--- src/rtl/pic_irq_ctrl_gen2.sv ---
// pic_irq_ctrl_gen2: clocked 8259A-style interrupt controller with a two-pulse INTA vector handshake.
// Define AUTO_ROTATE_EN to build in rotating priority (CTRL.b2 ROT and the set-lowest-priority command).
module pic_irq_ctrl_gen2 #(
    parameter int unsigned N_IRQ       = 8,
    parameter int unsigned SYNC_STAGES = 2,
    parameter int unsigned VEC_W       = 8
) (
    input  logic              CLK,
    input  logic              RST_N,
    input  logic [N_IRQ-1:0]  IR,
    input  logic              CS,
    input  logic              WR,
    input  logic              RD,
    input  logic [1:0]        ADDR,
    input  logic [31:0]       DIN,
    output logic [31:0]       DOUT,
    output logic              INT,
    input  logic              INTA,
    output logic [VEC_W-1:0]  VEC,
    output logic              VEC_VALID
);
    localparam int unsigned IDX_W = $clog2(N_IRQ);
`ifdef AUTO_ROTATE_EN
    localparam logic [2:0] CTRL_MASK = 3'b111;
`else
    localparam logic [2:0] CTRL_MASK = 3'b011;
`endif

    typedef enum logic [1:0] {IDLE, PEND, ACK1} state_t;

    state_t            state, state_d;
    logic [N_IRQ-1:0]  sync_q [SYNC_STAGES];
    logic [N_IRQ-1:0]  ir_s, ir_d, irr, irr_d, isr, isr_d, imr, req, rise, set_one, eoi_clr;
    logic [2:0]        ctrl;
    logic [VEC_W-1:0]  vbase;
    logic [IDX_W-1:0]  lowest, pos, elig_idx, isr_top, ack_idx;
    logic              elig_found, isr_found, ack1, ack2, ack_spur;
    logic              wr_en, rd_en, cmd_wr, nsp_eoi, sp_eoi, set_pri, aeoi_clr;
    logic              unused_bits;

    assign ir_s    = sync_q[SYNC_STAGES-1];
    assign wr_en   = CS & WR;
    assign rd_en   = CS & RD;
    assign cmd_wr  = wr_en && (ADDR == 2'd3);
    assign nsp_eoi = cmd_wr && (DIN[7:6] == 2'b01);
    assign sp_eoi  = cmd_wr && (DIN[7:6] == 2'b11);
    assign set_pri = cmd_wr && (DIN[7:6] == 2'b10);
    assign unused_bits = ^{DIN, vbase[IDX_W-1:0], set_pri};

`ifdef AUTO_ROTATE_EN
    logic [IDX_W-1:0] lowest_q;
    assign lowest = lowest_q;
`else
    assign lowest = '1;
`endif

    // Scan in priority order starting after the lowest-priority line; the first in-service
    // bit met blocks every request behind it (fully nested mode).
    always_comb begin
        req        = irr & ~imr;
        pos        = '0;
        elig_found = 1'b0;
        elig_idx   = '0;
        isr_found  = 1'b0;
        isr_top    = '0;
        for (int unsigned k = 0; k < N_IRQ; k++) begin
            pos = lowest + IDX_W'(k + 1);
            if (isr[pos] && !isr_found) begin
                isr_found = 1'b1;
                isr_top   = pos;
            end
            if (!isr_found && !elig_found && req[pos]) begin
                elig_found = 1'b1;
                elig_idx   = pos;
            end
        end
    end

    always_comb begin
        state_d = state;
        ack1    = 1'b0;
        ack2    = 1'b0;
        unique case (state)
            IDLE: begin
                if (INTA) begin
                    ack1    = 1'b1;
                    state_d = ACK1;
                end else if (elig_found) begin
                    state_d = PEND;
                end
            end
            PEND: begin
                if (INTA) begin
                    ack1    = 1'b1;
                    state_d = ACK1;
                end else if (!elig_found) begin
                    state_d = IDLE;
                end
            end
            ACK1: begin
                if (INTA) begin
                    ack2    = 1'b1;
                    state_d = IDLE;
                end
            end
            default: state_d = IDLE;
        endcase
    end

    assign INT      = (state != ACK1) && elig_found;
    assign aeoi_clr = ack2 && ctrl[1] && !ack_spur;

    // EOI clears act on the current ISR before the newly acknowledged bit is merged in.
    always_comb begin
        set_one = '0;
        eoi_clr = '0;
        if (ack1 && elig_found) set_one[elig_idx] = 1'b1;
        if (nsp_eoi && isr_found) eoi_clr[isr_top] = 1'b1;
        if (sp_eoi && ({1'b0, DIN[4:0]} < 6'(N_IRQ))) eoi_clr[DIN[IDX_W-1:0]] = 1'b1;
        if (aeoi_clr) eoi_clr[ack_idx] = 1'b1;
        isr_d = (isr & ~eoi_clr) | set_one;
        rise  = ir_s & ~ir_d;
        irr_d = ctrl[0] ? ir_s : ((irr & ~set_one) | rise);
    end

    always_ff @(posedge CLK or negedge RST_N) begin
        if (!RST_N) begin
            for (int unsigned s = 0; s < SYNC_STAGES; s++) sync_q[s] <= '0;
            ir_d      <= '0;
            state     <= IDLE;
            irr       <= '0;
            isr       <= '0;
            imr       <= '1;
            ctrl      <= '0;
            vbase     <= '0;
            ack_idx   <= '0;
            ack_spur  <= 1'b0;
            DOUT      <= '0;
            VEC       <= '0;
            VEC_VALID <= 1'b0;
        end else begin
            sync_q[0] <= IR;
            for (int unsigned s = 1; s < SYNC_STAGES; s++) sync_q[s] <= sync_q[s-1];
            ir_d      <= ir_s;
            state     <= state_d;
            irr       <= irr_d;
            isr       <= isr_d;
            VEC_VALID <= ack2;
            if (ack1) begin
                ack_idx  <= elig_found ? elig_idx : '1;
                ack_spur <= !elig_found;
            end
            if (ack2) VEC <= {vbase[VEC_W-1:IDX_W], ack_idx};
            if (wr_en) begin
                case (ADDR)
                    2'd0:    ctrl  <= DIN[2:0] & CTRL_MASK;
                    2'd1:    imr   <= DIN[N_IRQ-1:0];
                    2'd2:    vbase <= DIN[VEC_W-1:0];
                    default: ;
                endcase
            end
            if (rd_en) begin
                case (ADDR)
                    2'd0:    DOUT <= 32'(ctrl);
                    2'd1:    DOUT <= 32'(imr);
                    2'd2:    DOUT <= 32'(irr);
                    default: DOUT <= 32'(isr);
                endcase
            end
        end
    end

`ifdef AUTO_ROTATE_EN
    always_ff @(posedge CLK or negedge RST_N) begin
        if (!RST_N) begin
            lowest_q <= '1;
        end else if (set_pri) begin
            lowest_q <= DIN[IDX_W-1:0];
        end else if (ctrl[2]) begin
            if (aeoi_clr) lowest_q <= ack_idx;
            else if (nsp_eoi && isr_found) lowest_q <= isr_top;
        end
    end
`endif

endmodule

--- config.mk ---
export PLATFORM = sky130hd
export DESIGN_NAME = pic_irq_ctrl_gen2
export DESIGN_NICKNAME = d
export VERILOG_FILES = /design/src/rtl/pic_irq_ctrl_gen2.sv
export SDC_FILE = /design/constraint.sdc
export NUM_CORES = 1
export LEC_CHECK = 0
export CAP_MARGIN = 30
export CORE_UTILIZATION = 45
export DETAILED_ROUTE_END_ITERATION = 10
export PLACE_DENSITY = 0.74
export SYNTH_ARGS = -nofsm -noshare
export SYNTH_HDL_FRONTEND = slang
export SYNTH_SLANG_ARGS = --single-unit
--- constraint.sdc ---
create_clock -name CLK -period 3.54 [get_ports CLK]
set_input_delay 0.708 -clock CLK [delete_from_list [all_inputs] [get_ports CLK]]
set_output_delay 0.708 -clock CLK [all_outputs]
set_load 0.02 [all_outputs]
# Word-level counts from Yosys, hierarchy flattened
# Cells that the tools add are included.
word_totals:
  register_bits: 105
  input_bits: 48
  output_inout_bits: 42
  word_cells: 161
op_classes:
  n_lt_le_gt_ge: 9
  n_eq_ne: 11
  n_mux: 54
  n_bitwise: 14
  reduce_logical: 59
ops:
  columns: ["op", "n"]
  rows:
  - ["2-to-1 mux 8 bit", 5]
  - ["logical AND 1 bit", 35]
  - ["bitwise AND 8 bit", 4]
  - ["inverter 8 bit", 4]
  - ["bitwise OR 8 bit", 4]
  - ["2-to-1 mux 3 bit", 9]
  - ["2-to-1 mux 1 bit", 25]
  - ["case mux 8 bit (3 select lines)", 1]
  - ["2-to-1 mux 2 bit", 9]
  - ["zero test 1 bit", 17]
  - ["less-than comparator 3 x 4 -> 1 bit, second input constant", 4]
  - ["demux 1 bit (select 3 bit)", 4]
  - ["greater-or-equal comparator 3 x 1 -> 1 bit, second input constant", 4]
  - ["== test 2 bit, second input constant", 4]
  - ["== test 2 x 1 -> 1 bit, second input constant", 3]
  - ["!= test 3 bit, second input constant", 2]
  - ["case mux 2 bit (3 select lines)", 1]
  - ["AND reduction 2 bit", 3]
  - ["less-than comparator 5 x 4 -> 1 bit, second input constant", 1]
  - ["zero test 2 bit", 2]
  - ["!= test 2 bit, second input constant", 2]
  - ["AND reduction 3 bit", 1]
  - ["bitwise AND 1 bit", 2]
  - ["OR reduction 2 bit", 1]

# Logic depth before layout (Yosys ltp)
# Gate-level depths: netlist of the first run.
logic_depth:
  depth_word: 41
  mapped_depth: 6
  mapped_depth_nobuf: 6

# Worst setup path after synthesis of the first run
# Ideal clock, no wire load.
synth_path:
  path_kind: "register -> output"
  startpoint: "register isr[0]"
  endpoint: "output port INT"
  arrival_ns: 1.739
  t_required_ns: 2.832
  setup_slack_ns: 1.093
  path_stages_with_launch: 6
  n_path_buf: 1
  path_cell_list: "dfrtp_1 > or4_4 > buf_6 > a211o_1 > nand3b_1 > o21a_1"
synth_via:
  elab_chain_len: 33
  word_cells_on_any_way: 54
  cone_classes: "16 x mux; 38 x reduce/logical"
synth_lines:
  columns: ["element", "line", "text"]
  rows:
  - ["from (decl)", "33", "logic [N_IRQ-1:0] ir_s, ir_d, irr, irr_d, isr, isr_d, imr, req, rise, set_one, eoi_clr;"]
  - ["from (signal assigned)", "147", "isr <= isr_d;"]
  - ["2-to-1 mux 1 bit (*)", "68", "if (isr[pos] && !isr_found) begin"]
  - ["zero test 1 bit", "68, 72", null]
  - ["logical AND 1 bit, on equally long branches", "68, 72", null]
  - ["2-to-1 mux 1 bit, on equally long branches", "68, 72", null]
  - ["zero test 1 bit, on equally long branches", "68, 72", null]
  - ["logical AND 1 bit (2 in series)", "72", "if (!isr_found && !elig_found && req[pos]) begin"]
  - ["2-to-1 mux 1 bit", "72", null]
  - ["zero test 1 bit", "72", null]
  - ["[14 not listed]", null, null]
  - ["2-to-1 mux 1 bit", "72", null]
  - ["zero test 1 bit", "72", null]
  - ["logical AND 1 bit (2 in series)", "72", null]
  - ["2-to-1 mux 1 bit", "72", null]
  - ["zero test 1 bit", "72", null]
  - ["logical AND 1 bit (2 in series)", "72", null]
  - ["2-to-1 mux 1 bit (*)", "72", null]
  - ["logical AND 1 bit (*)", "110", "assign INT = (state != ACK1) && elig_found;"]
  - ["to (decl)", "17", "output logic INT,"]
# Every way passes the cells marked *; elsewhere a longest branch is shown, timed or not.

# Final worst setup path of the first run
# Ends and elaborated chain as after synthesis.

==> results of run 1 <==
-- power by group through the flow --
stage,logic (mW),registers (mW),clock network [mW]
floorplan,0.498,1.35,0
detailed placement,0.856,1.33,0
CTS,0.862,1.32,0.688
global route,0.945,1.35,0.728
finish,0.863,1.32,0.677
global placement,0.842,1.33,0
-- stage by stage --
step / total power [mW] / hold WS (ns) / utilization [%]
2_1_floorplan: 1.84 / 0.331 / -
3_3_place_gp: 2.17 / 0.333 / 51.8
3_5_place_dp: 2.19 / 0.335 / 51.8
4_1_cts: 2.87 / 0.354 / 54.5
5_1_grt: 3.02 / 0.153 / 54.9
6_report: 2.86 / 0.168 / 54.9
-- cells in the mapped netlist (all sizes together) (5+ instances only) --
cell type,n
inv,6
dfrtp,70
nor3,7
nor4,6
o31ai,6
nor2,6
o21ai,23
a32o,5
nand2b,13
mux2,21
dfstp,8
clkbuf,7
a22oi,6
buf,26
nand2,54
-- area by class of cell --
class / instances / area [um2]
Multi-Input combinational cell: 226 / 1430
Inverter: 7 / 26.3
Timing Repair Buffer: 46 / 465
Fill cell: 698 / 3470
Tap cell: 102 / 128
Sequential cell: 78 / 1960
Clock buffer: 10 / 138
Clock inverter: 6 / 67.6
-- final timing paths --
check                           end        from  slack [ns]  cells after the start
setup reg to reg             isr[6]      isr[0]        1.10                      5
hold reg to reg             ir_s[5]  sync_q[13]        0.35                      0
max in group asynchronous    imr[7]       RST_N        2.79                      2
min in group CLK            ir_s[5]  sync_q[13]        0.35                      0
setup / recovery                INT      isr[0]        0.09                      5
hold / removal             state[0]       RST_N        0.17                      1
-- routing by layer --
metal	vias to the layer above	global-route usage [%]	part of all wire [%]
met2	96	32.3	49
met1	1253	27.0	44
li1	1196	-	-
met3	16	4.04	4.4
met4	0	7.28	2.0
met5	-	0	0
-- worst register-to-register path: cells and delay by family (launching register included) --
kind | cells | cell delay [ns]
AND/OR/NAND/NOR | 3 | 1.47
flip-flops | 1 | 0.47
AO/OA/AOI/OAI | 2 | 0.43
-- registers in the layout, indices dropped and copies added, names as in the netlist --
register,flops
isr,8
vbase,5
irr,8
VEC_VALID,1
ack_idx,3
DOUT,8
sync_q,8
ctrl,2
ir_d,8
ir_s,8
state,2
ack_spur,1
imr,8
VEC,8
-- cell families (layout without fill, tap and decap cells) --
family | Yosys count | in the layout | share of synthesized area, %
DFF | 78 | 78 | 55.2
AOI/OAI and AO/OA | 66 | 66 | 13.5
and+or+nand+nor | 113 | 113 | 16.3
other | 1 | 24 | 0.105
buffers and inverters | 40 | 69 | 6.97
muxes | 23 | 23 | 7.92
==> impl_results.md, run 1 <==
- Synthesized netlist cell count: 321
- Final Cycle Share: 97.3%
- Post-CTS Hold Buffers: 0
- Die Area: 0.00826 mm2
- Pint: 1.86 mW
- Hold Vio Cnt, Final: 0
- P_sw: 1.00 mW
- PwrDens: 678 mW/mm2
- Biggest area consumer among synthesized cells: dfrtp_1
- Sequential power share: 46.2%
- Post-synth EDFFs: 0
- Worst EP arrival: 2.74 ns
- Area grow syn2layout: 18.7%
- Row Count: 32
- Die width: 90.9 um
- Critical path cell sequence: or4_4, a211o_1, nand3b_1, o21a_1, clkdlybuf4s50_1
- Clk pwr share: 23.7%
- Initial antenna violation count: 0
- Vias per cell: 5.39
- Tot GR Track Use: 20.1%
- Initial Util: 46.2%
- Final #Nets: 416
- Synth cell types: 53
- Crit-path leading delay family: simple AND/OR/NAND/NOR gates
- Ys async rst share: 100%
- Worst-path clk slew: 0.08 ns
- Clock latency on the worst-skew pair: 0.34 ns
- Total number of yosys warnings: 0
- Buf/Inv on CP: 1
- Cell Area, Placed: 0.00399 mm2
- Post-route insts no fill: 475
- Setup bufs post-CTS: 0
- Total CTS buffers: 9
- Synthesis-stage register bit count: 78
- RePlAce Congestion: 0.890
- Worst path max stage delay: 0.64 ns
- Leak: 1.77 nW
- Routed wire per std cell: 16.5 um
- Most frequent cells in the layout: dfrtp_1, nand2_1, clkdlybuf4s50_1, conb_1, mux2_2
- Switching Fraction: 35.0%
- DR pass1 iterations: 4
- Final Skew: 0.00769 ns
- HP Class: input port to asynchronous set/reset pin
- WL final: 7.86 mm
- Post-DP HPWL: 5.61 mm
- Most common cell after layout, fill and taps aside: dfrtp_1
- Worst path required time: 2.83 ns
- DRC viols: 0
- Total core area: 0.00769 mm2
- Top FF cell, synth: dfrtp_1
- Max-slew headroom: 63.9%
- Overflow after GRT: 0
- Placed Cells: 458
- Peak VDD IR: 0.416 mV
- IO Pins: 90
- Setup WS post-layout: 0.0947 ns
- RSZ-0062 raised after global routing: false
- Post-CTS sizing: 0
- Vias after detailed routing: 2561
- Avg Cell Area, Syn: 11.1 um2
- Inserted Diodes: 0
- # setup viols final: 0
- Post-route ant nets: 0
- Number of global-route vias before repair: 2510
- Ranking of synthesized cells by area: dfrtp_1, mux2_2, dfstp_2, nand2_1, buf_4
- Yosys top cell area share: 49.3%
- Critical path class: register to output pin
- Crit start category: register
- Dpl ws: 0.484 ns
- Tmin final: 3.45 ns
- Largest net degree at the start of global routing: 79
- CTS H-tree depth: 3
- Clock sink count: 78
- Register area share after synthesis: 55.2%
- Die Height: 90.9 um
- IO Port Bufs: 41
- First-pass GRT wire length: 12.8 mm
- Highest Clock Rate: 290 MHz
- Initial DRC Count: 187
- Post-Syn Area: 0.00355 mm2
- Clock Tree Buf Depth: 2
- CTS tree: yes
- Post-Layout Inst Area: 0.00422 mm2
- Actual slew at the worst max-slew pin: 0.528 ns
- Critical Path End Type: output pin
- Logic pwr share: 30.2%
- Crit path max-delay cell type: or4_4
- Status: completed
- Count of final max-slew check failures: 0
- Layout cells sized above 1: 16.9%
- Final TNS setup: 0 ns
- Max Cap Viol: 0
- Maximum fanout along the worst path: 9
- CTS root buf: clkbuf_8
Power figures use the tool's default switching activity.
==> run 2: changes to the inputs <==
==> constraint.sdc (replaced) <==
create_clock -name CLK -period 3.54 [get_ports CLK]
set_input_delay 0.708 -clock CLK [delete_from_list [all_inputs] [get_ports CLK]]
set_output_delay 0.708 -clock CLK [all_outputs]
set_load 0.1 [all_outputs]
==> impl_results.md, run 2 (synthesis gave the netlist of run 1 again) <==
- Status: completed
- Post-CTS sizing: 0 (unchanged)
- # setup viols final: 0 (unchanged)
- Area grow syn2layout: 18.3%
- Critical path cell sequence: or4_4, a211o_1, nand3b_1, o21a_1, buf_4
- Post-DP HPWL: 5.64 mm (+0.53%)
- Worst path required time: 2.83 ns (about the same)
- Post-route insts no fill: 475 (unchanged)
- PwrDens: 806 mW/mm2 (+19%)
- Initial antenna violation count: 0 (unchanged)
- Total core area: 0.00769 mm2 (unchanged)
- Die width: 90.9 um (unchanged)
- CTS tree: yes
- HP Class: input port to asynchronous set/reset pin
- Final #Nets: 416 (unchanged)
- Dpl ws: 0.795 ns (+0.311 ns)
- Critical path class: register to output pin
- Setup bufs post-CTS: 0 (unchanged)
- Worst EP arrival: 2.44 ns (-0.30 ns)
- Most common cell after layout, fill and taps aside: dfrtp_1
- Largest net degree at the start of global routing: 79 (unchanged)
- Max Cap Viol: 0 (unchanged)
- Setup WS post-layout: 0.397 ns (+0.302 ns)
- Inserted Diodes: 0 (unchanged)
- Final TNS setup: 0 ns (unchanged)
- Die Height: 90.9 um (unchanged)
- DR pass1 iterations: 4 (unchanged)
- Vias after detailed routing: 2598 (+1.4%)
- IO Pins: 90 (unchanged)
- Crit path launch: isr[0]
- Peak VDD IR: 0.577 mV (+39%)
- Most frequent cells in the layout: dfrtp_1, nand2_1, clkdlybuf4s50_1, conb_1, mux2_2
- Critical Path End Type: output pin
- Cell Area, Placed: 0.00398 mm2 (about the same)
- Switching Fraction: 45.8% (+11 points)
- Placed Cells: 458 (unchanged)
- Tot GR Track Use: 20.6% (+0.49 points)
- Initial DRC Count: 130 (-30%)
- R2R Setup Slk: 1.15 ns (+0.05 ns)
- Clk pwr share: 19.6% (-4.1 points)
- Post-Layout Inst Area: 0.00421 mm2 (-0.27%)
- Max-slew headroom: 34.2% (-30 points)
- Clock sink count: 78 (unchanged)
- IO Port Bufs: 41 (unchanged)
- Actual slew at the worst max-slew pin: 0.984 ns (+0.455 ns)
- Logic pwr share: 41.5% (+11 points)
- Initial Util: 46.2% (unchanged)
- Highest Clock Rate: 318 MHz (+9.6%)
- Crit path max-delay cell type: or4_4
- RSZ-0062 raised after global routing: false
- Hold Vio Cnt, Final: 0 (unchanged)
- Maximum fanout along the worst path: 9 (unchanged)
- CTS root buf: clkbuf_8
- Post-CTS Hold Buffers: 0 (unchanged)
- Clock Tree Buf Depth: 2 (unchanged)
- RePlAce Congestion: 0.872 (-1.9%)
- P_sw: 1.55 mW (+55%)
- Leak: 1.77 nW (about the same)
- Crit start category: register
- Final Skew: 0.0117 ns (+0.00398 ns)
- DRC viols: 0 (unchanged)
- Pwr Total: 3.39 mW (+19%)
- # fillers: 685 (-1.9%)
- CTS H-tree depth: 3 (unchanged)
- Worst path max stage delay: 0.64 ns (about the same)
- Clock latency on the worst-skew pair: 0.35 ns (about the same)
- Routed wire per std cell: 16.3 um (-1.5%)
- Crit-path leading delay family: simple AND/OR/NAND/NOR gates
- Worst-path clk slew: 0.08 ns (about the same)
- Vias per cell: 5.47 (+1.4%)
- Sequential power share: 38.9% (-7.3 points)
- Count of final max-slew check failures: 0 (unchanged)
- Post-route ant nets: 0 (unchanged)
- Total CTS buffers: 9 (unchanged)
- WL final: 7.74 mm (-1.5%)
- Row Count: 32 (unchanged)
- Overflow after GRT: 0 (unchanged)
- Die Area: 0.00826 mm2 (unchanged)
- First-pass GRT wire length: 12.9 mm (+1.1%)
- Crit Reg-Reg Startpoint: isr[0]
- Layout cells sized above 1: 16.9% (unchanged)
- Tmin final: 3.14 ns (-0.302 ns)
- Final Cycle Share: 88.8% (-8.5 points)
- Buf/Inv on CP: 1 (unchanged)
- Number of global-route vias before repair: 2569 (+2.4%)
- Pint: 1.84 mW (-1.2%)
[run 2: path summary, 6_finish.rpt]
| check | cells after the start | to |
|---|---|---|
| worst min register to register | 0 | ir_s[6] |
| worst max register to register | 5 | irr[0] |
| min in group CLK | 0 | ir_s[6] |
| max in group asynchronous | 2 | imr[3] |
| worst max-delay path | 5 | INT |
| worst min-delay path | 1 | ack_spur |
[run 2: final cells by class]
cell class	instances	area (um2)	area share, %
clock buffers	10	128	3.03
clock inverters	6	68.8	1.64
inverters	7	26.3	0.625
multi-input cells	226	1430	34.0
flip-flops and latches	78	1960	46.6
well taps	102	128	3.03
repair buffers	46	463	11.0
[run 2: power groups by stage]
stage               Clock, mW  Sequential [mW]  Combinational (mW)
finish                  0.665             1.32                1.41
global route            0.717             1.35                1.49
CTS                     0.679             1.32                1.41
detailed placement          0             1.33                1.40
global placement            0             1.32                1.39
floorplan                   0             1.76               0.627
[run 2: worst reg2reg max path: stages, from the launching register on]
cell,delay (ns)
dfrtp_1,0.48
nor4_1,0.49
and2_1,0.37
a31oi_1,0.23
a2111oi_0,0.59
o21ai_1,0.11
[run 2: per-layer routing]
metal	GRT usage [%]	part of all wire, %
met1	27.2	44
met2	31.8	48
met3	5.22	5.5
met4	9.52	3.0
met5	0	0
[run 2: metrics by stage]
step,hold WS [ns],utilization (%)
2_1_floorplan,0.331,-
3_3_place_gp,0.333,51.8
3_5_place_dp,0.337,51.8
4_1_cts,0.352,54.4
5_1_grt,0.285,54.7
6_report,0.277,54.7
==> RTL edit, RTL diff (config.mk and constraints of run 2) <==
Change the parameter `VEC_W` from 8 to 10.
--- a/src/rtl/pic_irq_ctrl_gen2.sv
+++ b/src/rtl/pic_irq_ctrl_gen2.sv
@@ -4,5 +4,5 @@
     parameter int unsigned N_IRQ       = 8,
     parameter int unsigned SYNC_STAGES = 2,
-    parameter int unsigned VEC_W       = 8
+    parameter int unsigned VEC_W       = 10
 ) (
     input  logic              CLK,
Interface: changed (resized VEC); port bits go from 90 to 92. No check against the original RTL was run, so the function may have changed too.
==> RTL edit against run 2 <==
Area after synthesis increased by 7.3%. Clock power increased by 4.7%. Routed wire length increased by 9.6%. Register-to-register slack improved by 20 ps. Total power increased by 4.0%. Sequential cell count increased by 4. Clock skew increased by 2.7 ps. First-iteration DRC count increased by 15%. Setup slack got worse by 140 ps. Cell area increased by 8.2%. Critical path type unchanged. Largest power group unchanged. Highest routed layer unchanged.
==> RTL edit: results (changes against run 2) <==
- Post-detail-place hpwl: 6290 um (was 5640 um)
- Status: finished, final reports clean (unchanged)
- First-pass GRT wire length: 13,800 um (was 12,900 um)
- Routed wl met2: 4090 um (was 3710 um)
- Met1 usage: 29.2% (was 27.2%)
- Top Metal Used: met4 (unchanged)
- CP max-delay cell: or4_4 (unchanged)
- Port bufs: 45 (was 41)
- DP Area: 4350 um2 (was 3980 um2)
- Initial DRC Count: 149 (was 130)
- Final Wtd Congestion: 0.875 (was 0.872)
- Crit path arrival time: 2570 ps (was 2440 ps)
- Clk slew on worst S/H paths: ~90 ps
- Biggest register: VEC
- Vias/cell: 5.35 (was 5.47)
- Buffer type at the clock tree root: clkbuf_8 (unchanged)
- Fill cell count: 730 (was 685)
- Slowest cell delay on critical path: 620 ps (was 640 ps)
- Top Family by Delay on Critical Path: simple AND/OR/NAND/NOR gates (unchanged)
- CTS buffer count: 9 (unchanged)
- Total track usage: 21.0% (was 20.6%)
- Worst Clk Skew: 14.4 ps (was 11.7 ps)
- Hold Path Class: in -> async (unchanged)
- Commonest cells in the netlist: dfrtp_1, nand2_1, o21ai_0 (was dfrtp_1, nand2_1, buf_4)
- DR WL/cell: 16.4 um (was 16.3 um)
- Final nets: 457 (was 416)
- Post-synthesis sequential area ratio: 54.1% (was 55.2%)
- Antenna violations before repair: 0 (unchanged)
- Longest Clk Path Bufs: 2 (unchanged)
- Met2 usage: 32.7% (was 31.8%)
- Worst vdd ir: 0.000614 V (was 0.000577 V)
- Post-synthesis cell type count: 60 (was 53)
- Lkg Pwr: 1.99 nW (was 1.77 nW)
- GR Util met3: 4.77% (was 5.22%)
- Routed length on met3: 522 um (was 427 um)
- Worst-Margin Slew: 979 ps (was 984 ps)
- Crit Path Max Fanout: 6 (was 9)
- Synth area leaders: dfrtp_1, mux2_2, nand2_1, dfstp_2, buf_4 (was dfrtp_1, mux2_2, dfstp_2, nand2_1, buf_4)
- H-tree Lvls: 3 (unchanged)
- Layout cells sized above 1: 19.6% (was 16.9%)
- Post-CTS setup buffers: 0 (unchanged)
- Vias in the first global route: 2,672 (was 2,569)
- Max reg flops: 10
- Met1 wire length: 3760 um (was 3380 um)
- Clock latency on the worst-skew pair: 360 ps
- Yosys warns: 0 (unchanged)
- Post-synth ARST share: 100% (unchanged)
- Ant. Diodes: 0 (unchanged)
- CTS resizes: 0 (unchanged)
- Largest net degree at the start of global routing: 60 (was 79)
- Drt pass-1 iters: 4 (unchanged)
## RTL edit: cell types whose count changed after synthesis, sizes merged, moves of 4 or more
cell	run 2	this run
clkbuf	7	11
dfrtp	70	74
inv	6	12
nand2	54	64
nand2b	13	4
nor2	6	12
o211ai	1	5
o21ai	23	29
## RTL edit: final cells by class
class                   instances  area (um2)  area share (%)
multi-input cells             249        1560            34.3
flip-flops and latches         82        2060            45.3
well taps                     105         131            2.89
clock buffers                  10         128            2.80
clock inverters                 6        75.1            1.65
inverters                      13        48.8            1.07
repair buffers                 54         546            12.0
## RTL edit: logic make-up after synthesis
logic type      share of synthesized area (%)
simple gates                             17.8
flops                                    54.1
compound gates                           12.4
buf+inv                                  7.38
mux                                      8.27
other cells                            0.0983
## RTL edit: stage by stage
step	cells	power [mW]	worst slack, ps	hold slack, ps
after detailed placement	503	2.85	648	336
after global placement	502	2.82	641	334
after CTS	519	3.55	247	246
after global routing	519	3.69	204	258
after floorplan	380	2.48	280	331
final	519	3.53	262	239
## RTL edit: power breakdown
part           switching, mW  total, mW  internal (mW)
Clock                  0.360      0.696          0.336
Sequential             0.206       1.36           1.16
Combinational           1.05       1.47          0.419
Total                   1.61       3.53           1.91
## RTL edit: worst paths after layout
path	slack, ps	startpoint	end	depth (start not counted)
min in group CLK	350	sync_q[11]	ir_s[3]	0
setup / recovery	260	isr[2]	INT	6
hold reg to reg	350	sync_q[11]	ir_s[3]	0
max in group asynchronous	2650	RST_N	imr[2]	2
hold / removal	240	RST_N	state[1]	1
setup reg to reg	1170	isr[2]	irr[6]	5
## RTL edit: worst reg2reg max path, stage by stage, from the launching register on
cell and delay, ps:
dfrtp_1 450, or4_4 620, nor4b_4 320, nand4_1 150, or3_1 440, a32o_2 280
